$ cat config.mk
export PLATFORM = sky130hd
export DESIGN_NAME = pipe_hazard_ctrl
export DESIGN_NICKNAME = d
export VERILOG_FILES = /design/src/rtl/pipe_hazard_ctrl_pkg.sv /design/src/rtl/pipe_hazard_ctrl_mdu_busy_timer.sv /design/src/rtl/pipe_hazard_ctrl.sv
export SDC_FILE = /design/constraint.sdc
export NUM_CORES = 1
export LEC_CHECK = 0
export BUFFER_PORTS_ARGS = -buffer_cell sky130_fd_sc_hd__buf_2
export CORE_ASPECT_RATIO = 2
export CORE_MARGIN = 2
export CORE_UTILIZATION = 25
export CTS_CLUSTER_SIZE = 8
export DETAILED_ROUTE_END_ITERATION = 10
export REMOVE_ABC_BUFFERS = 1
export SLEW_MARGIN = 20
export SYNTH_ARGS = -nofsm -noshare
export SYNTH_HDL_FRONTEND = slang
export SYNTH_SLANG_ARGS = --single-unit
$ cat constraint.sdc
create_clock -name clk -period 3.18 [get_ports clk]
set_clock_uncertainty 0.2 [all_clocks]
set_input_delay 0.159 -clock clk [delete_from_list [all_inputs] [get_ports clk]]
set_output_delay 0.159 -clock clk [all_outputs]
set_load 0.03 [all_outputs]
$ cat src/rtl/pipe_hazard_ctrl_pkg.sv
// Shared definitions for the pipeline hazard controller: MDU FSM encoding and
// register-match helper.
package pipe_hazard_ctrl_pkg;

    typedef enum logic [0:0] {
        ST_RUN      = 1'b0,
        ST_MDU_BUSY = 1'b1
    } mdu_state_e;

    localparam logic [4:0] REG_ZERO = 5'd0;

    // Register 0 is hardwired, so a dependency through it is never a hazard.
    function automatic logic reg_match(input logic [4:0] a, input logic [4:0] b);
        return (a != REG_ZERO) && (a == b);
    endfunction

    function automatic int mdu_cnt_width(input int div_cycles);
        return (div_cycles > 1) ? $clog2(div_cycles) : 1;
    endfunction

endpackage

$ cat src/rtl/pipe_hazard_ctrl_mdu_busy_timer.sv
// MDU occupancy tracker: loads the op latency on issue, counts down, and flags
// the final busy cycle.
module mdu_busy_timer
    import pipe_hazard_ctrl_pkg::*;
#(
    parameter int MUL_CYCLES = 4,
    parameter int DIV_CYCLES = 32,
    parameter int CNT_W      = 5
) (
    input  logic clk,
    input  logic rst_n,
    input  logic start,
    input  logic is_div,
    output logic busy,
    output logic done
);

    localparam logic [CNT_W-1:0] CNT_ZERO = {CNT_W{1'b0}};
    localparam logic [CNT_W-1:0] CNT_ONE  = CNT_W'(1);
    localparam logic [CNT_W-1:0] MUL_LOAD = CNT_W'(MUL_CYCLES - 1);
    localparam logic [CNT_W-1:0] DIV_LOAD = CNT_W'(DIV_CYCLES - 1);

    mdu_state_e       state_r;
    logic [CNT_W-1:0] cnt_r;

    // FSM and countdown; a start on the final busy cycle chains straight into the next op.
    always_ff @(posedge clk or negedge rst_n) begin
        if (!rst_n) begin
            state_r <= ST_RUN;
            cnt_r   <= CNT_ZERO;
        end else begin
            case (state_r)
                ST_RUN: begin
                    if (start) begin
                        state_r <= ST_MDU_BUSY;
                        cnt_r   <= is_div ? DIV_LOAD : MUL_LOAD;
                    end else begin
                        state_r <= ST_RUN;
                        cnt_r   <= CNT_ZERO;
                    end
                end
                ST_MDU_BUSY: begin
                    if (cnt_r == CNT_ZERO) begin
                        if (start) begin
                            state_r <= ST_MDU_BUSY;
                            cnt_r   <= is_div ? DIV_LOAD : MUL_LOAD;
                        end else begin
                            state_r <= ST_RUN;
                        end
                    end else begin
                        cnt_r <= cnt_r - CNT_ONE;
                    end
                end
                default: begin
                    state_r <= ST_RUN;
                    cnt_r   <= CNT_ZERO;
                end
            endcase
        end
    end

    assign busy = (state_r == ST_MDU_BUSY);
    assign done = (state_r == ST_MDU_BUSY) && (cnt_r == CNT_ZERO);

endmodule

$ cat src/rtl/pipe_hazard_ctrl.sv
// Stall/flush controller for the 5-stage MIPS pipeline with MDU occupancy
// tracking and a saturating stall-cycle counter.
module pipe_hazard_ctrl
    import pipe_hazard_ctrl_pkg::*;
#(
    parameter int MUL_CYCLES = 4,
    parameter int DIV_CYCLES = 32
) (
    input  logic        clk,
    input  logic        rst_n,
    input  logic [4:0]  RsD,
    input  logic [4:0]  RtD,
    input  logic        BranchD,
    input  logic        MduUseD,
    input  logic [4:0]  RtE,
    input  logic [4:0]  WriteRegE,
    input  logic        RegWriteE,
    input  logic        MemtoRegE,
    input  logic        MduStartE,
    input  logic        MduIsDivE,
    input  logic        MispredictE,
    input  logic [4:0]  WriteRegM,
    input  logic        MemtoRegM,
    input  logic        ImemReadyF,
    output logic        StallF,
    output logic        StallD,
    output logic        FlushD,
    output logic        FlushE,
    output logic        MduBusy,
    output logic        MduDone,
    output logic [31:0] StallCnt
);

    localparam int CNT_W = mdu_cnt_width(DIV_CYCLES);

    logic        lwstall_s;
    logic        brstall_s;
    logic        mdustall_s;
    logic        dstall_s;
    logic        mdu_busy_s;
    logic        mdu_done_s;
    logic [31:0] stall_cnt_r;

    mdu_busy_timer #(
        .MUL_CYCLES (MUL_CYCLES),
        .DIV_CYCLES (DIV_CYCLES),
        .CNT_W      (CNT_W)
    ) u_mdu_timer (
        .clk    (clk),
        .rst_n  (rst_n),
        .start  (MduStartE),
        .is_div (MduIsDivE),
        .busy   (mdu_busy_s),
        .done   (mdu_done_s)
    );

    assign lwstall_s  = MemtoRegE & (reg_match(RtE, RsD) | reg_match(RtE, RtD));
    assign brstall_s  = BranchD &
                        ((RegWriteE & (reg_match(WriteRegE, RsD) | reg_match(WriteRegE, RtD))) |
                         (MemtoRegM & (reg_match(WriteRegM, RsD) | reg_match(WriteRegM, RtD))));
    // The MDU result is forwardable on its done cycle, so no stall is needed then.
    assign mdustall_s = MduUseD & mdu_busy_s & ~mdu_done_s;
    assign dstall_s   = lwstall_s | brstall_s | mdustall_s;

    // Priority mux: redirect beats data hazards, which beat a fetch wait.
    always_comb begin
        StallF = 1'b0;
        StallD = 1'b0;
        FlushD = 1'b0;
        FlushE = 1'b0;
        if (!rst_n) begin
            StallF = 1'b0;
            StallD = 1'b0;
            FlushD = 1'b0;
            FlushE = 1'b0;
        end else if (MispredictE) begin
            FlushD = 1'b1;
            FlushE = 1'b1;
        end else if (dstall_s) begin
            StallF = 1'b1;
            StallD = 1'b1;
            FlushE = 1'b1;
        end else if (!ImemReadyF) begin
            StallF = 1'b1;
            FlushD = 1'b1;
        end else begin
            StallF = 1'b0;
            StallD = 1'b0;
            FlushD = 1'b0;
            FlushE = 1'b0;
        end
    end

    // Saturating count of decode-stall cycles.
    always_ff @(posedge clk or negedge rst_n) begin
        if (!rst_n) begin
            stall_cnt_r <= 32'd0;
        end else if (StallD && (stall_cnt_r != 32'hFFFF_FFFF)) begin
            stall_cnt_r <= stall_cnt_r + 32'd1;
        end
    end

    assign MduBusy  = mdu_busy_s;
    assign MduDone  = mdu_done_s;
    assign StallCnt = stall_cnt_r;

endmodule
==> results_dict.tcl <==
set metrics [dict create \
    grt_antenna_before_repair 0 \
    synth_seq_cells 38 \
    coreArea_um2 9260 \
    synth_edf_count 0 \
    crit_buf_inv 2 \
    grt_pass1_vias 2218 \
    first_iter_violations 92 \
    finalSetupTns_ps 0 \
    grt_max_degree 42 \
    routabilityCongestion 0.852 \
    stdcell_count 436 \
    status "complete, no violations" \
    initial_core_util 0.255 \
    path_common_cell "nor2_1" \
    p_comb_frac 0.271 \
    crit_family "simple AND/OR/NAND/NOR gates" \
    drc 0 \
    synth_seq_area_share 0.402 \
    wire_per_inst_um 15.4 \
    hold_viol 0 \
    layout.nets 369 \
    post_cts_buffers 0 \
    reg2reg_slack_ps 490 \
    numCtsBuffers 5 \
    fillers 951 \
    synthArstFlopShare 1.00 \
    diodes 0 \
    gr-total-overflow 0 \
    synth_cell_type_count 41 \
    die_area_um2 10300 \
    clockRootBuffer "clkbuf_16" \
    die_h_um 142 \
    tightest_slew_ps 804 \
    cp_slowest_cell "or3_4" \
    synth_adder_area_share 0.0106 \
    p_per_area_nw_per_um2 576 \
    synth_xor_area_frac 0.230 \
    syn_area_um2 2360 \
    net-switching-power_w 0.000567 \
    clock_power_share 0.383 \
    seqPwrFrac 0.346 \
    post-route-util 0.332 \
    layout_common_cells "buf_2, dfrtp_1, xnor2_1" \
    cp-end-kind "output pin" \
    num_vias 2172 \
    cts.sinks 38 \
    dpl_cell_area_um2 2850 \
    wl_mm 6.71 \
    grt_pass1_wl_mm 10.6 \
    hold_ws_ps 67.7 \
    period_share 0.902 \
    synthCells 249 \
    setup_viol 0 \
    crit_arrival_ps 2510 \
    final_common_cell "buf_2" \
    drive_above_1_share 0.280 \
    drt_first_pass_iters 4 \
    critPathRequiredTime_ps 2820 \
    clk_pin_slew_worst_paths_ps 60 \
    num_rows 50 \
    path_cells "inv_1 -> ha_1 -> nand2b_1 -> or2_2 -> nor2_1 -> o22ai_1 -> or3_4 -> nor2_1 -> o21a_1 -> buf_2" \
    grt_setup_unrepaired "no" \
    fin_crit_ps 2870 \
    cap_violations 0 \
    p_leak_nw 1.46 \
    synth_top_family_by_area "simple AND/OR/NAND/NOR gates" \
    ys.flop_type "dfrtp_1" \
    die_x_um 72.8 \
    synth_area_per_cell_um2 9.50 \
    cts_htree_levels 2 \
    power.internal_w 0.00121 \
    cts_tree "done" \
    dp_hpwl_mm 5.19 \
    final-max-slew-violation-count 0 \
    hold_path.class "in -> reg" \
    yosysWarnings 0 \
    viasPerCell 4.98 \
    port_buffers 73 \
    synthMuxAreaShare 0.00476 \
    insertion_delay_ps 290 \
    cp_max_fo 16 \
    grt_use_total 0.133 \
    critPathLaunchType "flop" \
    synth_compound_area_frac 0.0571 \
    fmax_mhz 348 \
    slew_headroom 0.462 \
    synth-simple-area-share 0.268 \
    cpPeakStageDelay_ps 440 \
    io_pins 74 \
    vdd_ir_drop_max_mv 0.222 \
    design_area_um2 3080 \
    setup.worst_path.class "reg -> out" \
    ant_nets 0 \
    p_sw_frac 0.320 \
    dp_cells 426 \
    cts.path.max_buffers 2 \
    area_growth_pct 30.2 \
]
-- path summary, 6_finish.rpt --
kind                                       from                    to  cells past startpoint
setup / recovery           u_mdu_timer.cnt_r[0]                FlushD                     10
hold / removal                        MduIsDivE  u_mdu_timer.cnt_r[2]                      3
setup reg to reg                    StallCnt[0]           StallCnt[1]                      9
hold reg to reg                    StallCnt[19]          StallCnt[19]                      1
max in group asynchronous                 rst_n          StallCnt[16]                      3
min in group asynchronous                 rst_n           StallCnt[0]                      3
-- cell type report --
type,count,area [um^2],share of cell area
Multi-Input combinational cell,201,1350,0.439
Sequential cell,38,951,0.309
Timing Repair Buffer,81,430,0.140
Clock buffer,6,139,0.0451
Tap cell,104,130,0.0423
Clock inverter,2,60.1,0.0195
Inverter,4,15.0,0.00488
-- sequential cells by signal (all words and copies together) (netlist names) --
register / flops
u_mdu_timer.cnt_r: 5
StallCnt: 32
u_mdu_timer.busy: 1
-- power by group through the flow --
stage / sequential, W / combinational (W) / clock [W]
global placement: 0.000620 / 0.000462 / 0
finish: 0.000614 / 0.000481 / 0.000679
global route: 0.000625 / 0.000531 / 0.000708
floorplan: 0.000675 / 0.000247 / 0
CTS: 0.000612 / 0.000484 / 0.000693
detailed placement: 0.000621 / 0.000480 / 0
-- worst min-delay path: stages --
cell    delay, ps
buf_2          70
and3_1        200
a21o_1        100
-- metrics by stage --
stage	setup WS (ps)	total power [W]
finish	310	0.00177
global route	116	0.00186
CTS	96.5	0.00179
detailed placement	380	0.00110
global placement	511	0.00108
floorplan	504	0.000922
-- routing by layer --
metal	wire length (um)	vias to the layer above	GRT usage
li1	-	1041	-
met1	2470	1054	0.133
met2	3660	65	0.251
met3	373	12	0.0234
met4	204	0	0.0682
met5	0	-	0
-- synth_stat cells (11+ instances only) --
cell type	number	area, um^2
nor2_1	15	56.3
nand3_1	22	110
nand2_1	15	56.3
and3_1	13	81.3
dfrtp_1	38	951
xnor2_1	36	315
xor2_1	26	228
nor3_1	11	55.1
nand4_1	14	87.6
-- kinds of logic after synthesis --
kind of cell,after synthesis
AOI/OAI and AO/OA,20
adders and majority gates,2
muxes,1
xor gates and xnor gates,62
and+or+nand+nor,116
DFF,38
buffers and inverters,10
-- repair_timing --
action | in CTS | in global routing
hold buffers | 2 | 0
endpoints found under the setup margin | 0 | 3
resized for setup | 0 | 1
endpoints found under the hold margin | 40 | 0
Power figures use the tool's default switching activity.
